[src/rtl/uart_rx_pkg.sv]
// Shared UART receive definitions: FSM state encoding and default frame geometry.
package uart_rx_pkg;
  localparam int UART_DATA_BITS  = 8;
  localparam int UART_OVERSAMPLE = 16;

  typedef enum logic [1:0] {
    ST_IDLE  = 2'd0,
    ST_START = 2'd1,
    ST_DATA  = 2'd2,
    ST_STOP  = 2'd3
  } rx_state_e;
endpackage

[src/rtl/uart_rx_if.sv]
// Receiver result bundle: last good byte, valid / frame-error strobes and busy flag.
interface uart_rx_if
  import uart_rx_pkg::*;
#(
  parameter int DATA_BITS = UART_DATA_BITS
);
  logic [DATA_BITS-1:0] o_data;
  logic                 o_valid;
  logic                 o_frame_err;
  logic                 o_busy;

  modport master (output o_data, o_valid, o_frame_err, o_busy);
  modport slave  (input  o_data, o_valid, o_frame_err, o_busy);
endinterface

[src/rtl/uart_rx_sync2.sv]
// Two-flop synchroniser for an asynchronous pin; resets to 1 (idle-high line).
// Latency: 2 i_clk cycles.
// Backpressure: none, samples every cycle.
module uart_rx_sync2 (
  input  logic i_clk,
  input  logic i_rst,
  input  logic i_d,
  output logic o_q
);
  logic meta;

  always_ff @(posedge i_clk) begin
    if (i_rst) begin
      meta <= 1'b1;
      o_q  <= 1'b1;
    end else begin
      meta <= i_d;
      o_q  <= meta;
    end
  end
endmodule

[src/rtl/uart_rx.sv]
// 8N1 UART receiver: deserialises i_rx on oversample ticks, flags bad stop bits.
// Latency: o_valid 1 i_clk after the stop-bit mid-sample (+2 i_clk synchroniser).
// Backpressure: none; o_valid/o_frame_err are single-cycle strobes, consumer must take them.
module uart_rx
  import uart_rx_pkg::*;
#(
  parameter int DATA_BITS  = UART_DATA_BITS,
  parameter int OVERSAMPLE = UART_OVERSAMPLE
) (
  input  logic      i_clk,
  input  logic      i_rst,
  input  logic      i_tick,
  input  logic      i_rx,
  uart_rx_if.master rx_if
);
  localparam int TW = $clog2(OVERSAMPLE);
  localparam int BW = $clog2(DATA_BITS + 1);
  localparam logic [TW-1:0] HALF_LAST = TW'(OVERSAMPLE / 2 - 1);
  localparam logic [TW-1:0] BIT_LAST  = TW'(OVERSAMPLE - 1);
  localparam logic [BW-1:0] DATA_LAST = BW'(DATA_BITS - 1);

  rx_state_e            state, state_nxt;
  logic [TW-1:0]        tick_cnt, tick_cnt_nxt;
  logic [BW-1:0]        bit_cnt, bit_cnt_nxt;
  logic [DATA_BITS-1:0] shift_q, shift_nxt;
  logic [DATA_BITS-1:0] data_q, data_nxt;
  logic                 rx_s, rx_prev, rx_prev_nxt;
  logic                 valid_q, valid_nxt;
  logic                 ferr_q, ferr_nxt;
  logic                 busy_q;

  uart_rx_sync2 u_sync (
    .i_clk (i_clk),
    .i_rst (i_rst),
    .i_d   (i_rx),
    .o_q   (rx_s)
  );

  always_ff @(posedge i_clk) begin
    if (i_rst) begin
      state    <= ST_IDLE;
      tick_cnt <= '0;
      bit_cnt  <= '0;
      shift_q  <= '0;
      data_q   <= '0;
      rx_prev  <= 1'b1;
      valid_q  <= 1'b0;
      ferr_q   <= 1'b0;
      busy_q   <= 1'b0;
    end else begin
      state    <= state_nxt;
      tick_cnt <= tick_cnt_nxt;
      bit_cnt  <= bit_cnt_nxt;
      shift_q  <= shift_nxt;
      data_q   <= data_nxt;
      rx_prev  <= rx_prev_nxt;
      valid_q  <= valid_nxt;
      ferr_q   <= ferr_nxt;
      busy_q   <= (state_nxt != ST_IDLE);
    end
  end

  // Strobes default low every cycle so they last exactly one i_clk, tick or not.
  always_comb begin
    state_nxt    = state;
    tick_cnt_nxt = tick_cnt;
    bit_cnt_nxt  = bit_cnt;
    shift_nxt    = shift_q;
    data_nxt     = data_q;
    rx_prev_nxt  = rx_prev;
    valid_nxt    = 1'b0;
    ferr_nxt     = 1'b0;
    if (i_tick) begin
      rx_prev_nxt = rx_s;
      case (state)
        ST_IDLE: begin
          // Edge-triggered start: a line held low (break) cannot re-arm.
          if (!rx_s && rx_prev) begin
            state_nxt    = ST_START;
            tick_cnt_nxt = '0;
          end
        end
        ST_START: begin
          if (tick_cnt == HALF_LAST) begin
            tick_cnt_nxt = '0;
            bit_cnt_nxt  = '0;
            state_nxt    = rx_s ? ST_IDLE : ST_DATA;
          end else begin
            tick_cnt_nxt = tick_cnt + 1'b1;
          end
        end
        ST_DATA: begin
          if (tick_cnt == BIT_LAST) begin
            tick_cnt_nxt = '0;
            shift_nxt    = {rx_s, shift_q[DATA_BITS-1:1]};
            if (bit_cnt == DATA_LAST) begin
              bit_cnt_nxt = '0;
              state_nxt   = ST_STOP;
            end else begin
              bit_cnt_nxt = bit_cnt + 1'b1;
            end
          end else begin
            tick_cnt_nxt = tick_cnt + 1'b1;
          end
        end
        ST_STOP: begin
          // Leave mid stop bit so a start edge half a bit later is still seen.
          if (tick_cnt == BIT_LAST) begin
            tick_cnt_nxt = '0;
            state_nxt    = ST_IDLE;
            if (rx_s) begin
              data_nxt  = shift_q;
              valid_nxt = 1'b1;
            end else begin
              ferr_nxt  = 1'b1;
            end
          end else begin
            tick_cnt_nxt = tick_cnt + 1'b1;
          end
        end
        default: state_nxt = ST_IDLE;
      endcase
    end
  end

  assign rx_if.o_data      = data_q;
  assign rx_if.o_valid     = valid_q;
  assign rx_if.o_frame_err = ferr_q;
  assign rx_if.o_busy      = busy_q;
endmodule

[src/flat_wrapper.sv]
// flat-port wrapper written by rule: the top's interface ports become plain ports
module uart_rx_flat import uart_rx_pkg::*;
#(
  parameter int DATA_BITS  = UART_DATA_BITS,
  parameter int OVERSAMPLE = UART_OVERSAMPLE
)
  (i_clk, i_rst, i_tick, i_rx, rx_if_o_data, rx_if_o_valid, rx_if_o_frame_err, rx_if_o_busy);
  uart_rx_if #(.DATA_BITS(DATA_BITS)) rx_if_i ();
  input  logic i_clk;
  input  logic i_rst;
  input  logic i_tick;
  input  logic i_rx;
  output wire logic [$bits(rx_if_i.o_data)-1:0] rx_if_o_data;
  output wire logic [$bits(rx_if_i.o_valid)-1:0] rx_if_o_valid;
  output wire logic [$bits(rx_if_i.o_frame_err)-1:0] rx_if_o_frame_err;
  output wire logic [$bits(rx_if_i.o_busy)-1:0] rx_if_o_busy;
  assign rx_if_o_data = rx_if_i.o_data;
  assign rx_if_o_valid = rx_if_i.o_valid;
  assign rx_if_o_frame_err = rx_if_i.o_frame_err;
  assign rx_if_o_busy = rx_if_i.o_busy;
  uart_rx #(.DATA_BITS(DATA_BITS), .OVERSAMPLE(OVERSAMPLE)) u_core (.i_clk(i_clk), .i_rst(i_rst), .i_tick(i_tick), .i_rx(i_rx), .rx_if(rx_if_i));
endmodule
[config.mk]
export PLATFORM = sky130hd
export DESIGN_NAME = uart_rx_flat
export DESIGN_NICKNAME = d
export VERILOG_FILES = /design/src/rtl/uart_rx_pkg.sv /design/src/rtl/uart_rx_if.sv /design/src/rtl/uart_rx_sync2.sv /design/src/rtl/uart_rx.sv /design/src/flat_wrapper.sv
export SDC_FILE = /design/constraint.sdc
export NUM_CORES = 1
export LEC_CHECK = 0
export CORE_UTILIZATION = 30
export CTS_CLUSTER_DIAMETER = 60
export DETAILED_ROUTE_END_ITERATION = 8
export PLACE_DENSITY = 0.55
export SLEW_MARGIN = 25
export SYNTH_ARGS = -nofsm -noshare
export SYNTH_HDL_FRONTEND = slang
export SYNTH_SLANG_ARGS = --single-unit
[constraint.sdc]
create_clock -name i_clk -period 1.6 [get_ports i_clk]
set_input_delay 0.24 -clock i_clk [delete_from_list [all_inputs] [get_ports i_clk]]
set_output_delay 0.24 -clock i_clk [all_outputs]
set_load 0.01 [all_outputs]
==> reports/qor.yml <==
clocking:
  cts.clk_slew.worst_paths_ps: 60
  cts.path.max_buffers: 2
  clk_latency_ps: 290
  cts.sinks: 32
  root_buffer: "clkbuf_8"
  cts_tree: "built"
  h-tree-depth: 2
  cts_buffers: 5
  ctsHoldBuffers: 0
layout:
  drive_gt1_share_pct: 26.29
  layout-area-overhead-vs-synth_pct: 35.38
  layout.nets: 203
  fillers: 476
  multi_input_area_sq_um: 824.5
  ff_latch_area_sq_um: 648.1
  diodes: 0
yosys:
  syn-cell-area_sq_mm: 0.001464
  syn_nets: 169
  yosys_register_bits: 32
  synth_cell_types: 38
  synth-edff-count: 0
  yosys_warnings: 0
  ys_async_sr_fraction_pct: 0
  synth-main-ff-cell: "dfxtp_1"
  postSynthCellCount: 159
  syn_area_per_cell_sq_um: 9.207
  synth.yosys.seq_area_share_pct: 43.76
critical_path:
  setup.worst_path.end_class: "flop"
  crit_arrival_ps: 1770
  cp_num_buf_inv: 1
  worstSetupStartpointType: "flop"
  crit_slowest_cell: "dfxtp_4"
  cp_max_fo: 4
  cpLargestDelayFamily: "compound AO/OA/AOI/OAI gates"
  slowest_delay_ps: 390
  crit_required_ps: 1770
  crit_chain: "inv_4 > ha_4 > and4bb_4 > o21ba_4 > nor4_4 > a221o_1"
  path_class: "flop to flop"
grt:
  grt_overflow: 0
  grt_max_degree: 13
  grt_pass1_wl_um: 5554
  grt_pass1_vias: 1193
  antenna_found_initial: 0
  grt.total_usage_pct: 14.15
timing:
  setup_ws_ps: -0.4039
  slew_headroom_pct: 70.77
  finalHoldViolCount: 0
  tns_ps: -0.4039
  fmax_mhz: 624.8
  fin_crit_sh_pct: 100.0
  skew_ps: 6.232
  min_period_ps: 1600
  maxSlewViolCount: 0
  setup_viol: 1
  rsz0062_at_grt: "yes"
  tightest_slew_ps: 432.4
flow_run:
  drv_cap: 0
placement:
  dpl.hpwl_um: 2282
  routabilityCongestion: 0.8650
  numPortBuffers: 14
  post-place-ws_ps: -59.65
floorplan:
  die_height_um: 71.86
  die_w_um: 71.86
  core_sq_mm: 0.004723
  pin_count: 15
  rows: 25
  floorplan.die_area_sq_mm: 0.005163
  initial_core_util_pct: 30.99
power_and_ir_drop:
  peakVddDrop_mv: 0.4556
  power.leakage_uw: 0.0007800
  power.density_mw_per_mm2: 846.0
routing:
  post_drt_via_cell_ratio: 4.728
  wl_per_cell_um: 12.25
  vias: 1234
  drt_wl_total_um: 3197
  drt_pass1_iterations: 4
  ant_nets: 0
  route.detailed.drc: 0
  drt-initial-drc-count: 54
status:
  outcome: "finished, violations left"
  violations: "negative setup slack"
worst_hold_path:
  hold_path_class: "flop to flop"
## report_power, final
part | internal, uW | switching [uW]
logic | 53.3 | 59.0
clock network | 461 | 295
registers | 801 | 6.98
## through the flow
| stage | instances | util, % | total power, uW | hold slack, ps | cell area [sq um] |
|---|---|---|---|---|---|
| after floorplan | 159 | - | 887.0 | 343.8 | 1479 |
| after global placement | 252 | 38.28 | 931.5 | 394.4 | 1808 |
| after detailed placement | 252 | 38.28 | 932.5 | 401.7 | 1808 |
| after CTS | 260 | 41.17 | 1697 | 416.4 | 1944 |
| after global routing | 261 | 41.96 | 1740 | 431.6 | 1982 |
| final | 261 | 41.96 | 1677 | 412.9 | 1982 |
## logic make-up after synthesis
| logic type | share of synthesized area, % |
|---|---|
| flops | 43.76 |
| compound gates | 14.45 |
| mux | 8.291 |
| buf+inv | 3.846 |
| fa+ha+maj | 5.128 |
| simple gates | 24.53 |
## synthesized netlist by cell type, types with 3 or more instances
cell      instances  area [sq um]
a21oi_1          11         55.05
and3_1            3         18.77
buf_2             3         15.01
clkbuf_1          3         11.26
dfxtp_1          32         640.6
ha_1              6         75.07
inv_1             5         18.77
mux2i_1          11         110.1
nand2_1          22         82.58
nand3_1           5         25.02
nor2_1           15         56.30
nor2b_1           3         18.77
nor3_1            4         20.02
nor4b_1           3         26.28
o21ai_0           7         35.03
## final timing paths
check                           from            endpoint  slack, ps  cells after the start
setup / recovery     u_core.state[0]  u_core.tick_cnt[3]       -0.4                      6
hold / removal    u_core.u_sync.meta   u_core.u_sync.o_q        410                      1
setup reg to reg     u_core.state[0]  u_core.tick_cnt[3]       -0.4                      6
hold reg to reg   u_core.u_sync.meta   u_core.u_sync.o_q        410                      1
## worst register-to-register path: cells and delay by family, from the launching register on
family	cells	cell delay (ps)
AND/OR/NAND/NOR	2	400
AO/OA/AOI/OAI	2	480
flip-flops	1	390
buffers and inverters	1	50
adder cells (fa/ha/maj)	1	160
## area by class of cell
| type | count | area share (%) |
|---|---|---|
| clock inverter | 2 | 1.768 |
| clock buffer | 6 | 3.662 |
| inverter | 5 | 1.199 |
| tap | 67 | 4.230 |
| sequential | 32 | 32.70 |
| multi-input combinational | 115 | 41.60 |
| timing repair buffer | 34 | 14.84 |
## what timing repair did
| item | CTS | global route |
|---|---|---|
| setup endpoints to repair | 8 | 22 |
| pin swaps | 1 | 6 |
| buffers inserted | 0 | 1 |
| resized for setup | 6 | 11 |
## state kept, by name, indices dropped and copies added, names as in the netlist
register	count
u_core.bit_cnt	4
u_core.rx_if.o_busy	1
u_core.rx_if.o_data	8
u_core.rx_if.o_frame_err	1
u_core.rx_if.o_valid	1
u_core.rx_prev	1
u_core.shift_q	8
u_core.state	2
u_core.tick_cnt	4
u_core.u_sync.meta	1
u_core.u_sync.o_q	1
## cell usage in the layout (no fill, tap or decap), types with 4 or more instances in the layout
cell type        count
nand3_1              4
buf_4               19
clkdlybuf4s50_1     14
o21ai_0              6
mux2i_1             11
nor2_1              14
nand2_1             22
dfxtp_1             30
a21oi_1             11
clkbuf_8             5
## per-layer routing
layer | vias up | part of all wire [%] | track usage [%]
met3 | 7 | 3.0 | 3.938
met2 | 21 | 48 | 23.79
met1 | 583 | 47 | 16.45
met4 | 0 | 1.9 | 7.190
li1 | 623 | - | -
met5 | - | 0 | 0
(Power assumes the default switching activity.)
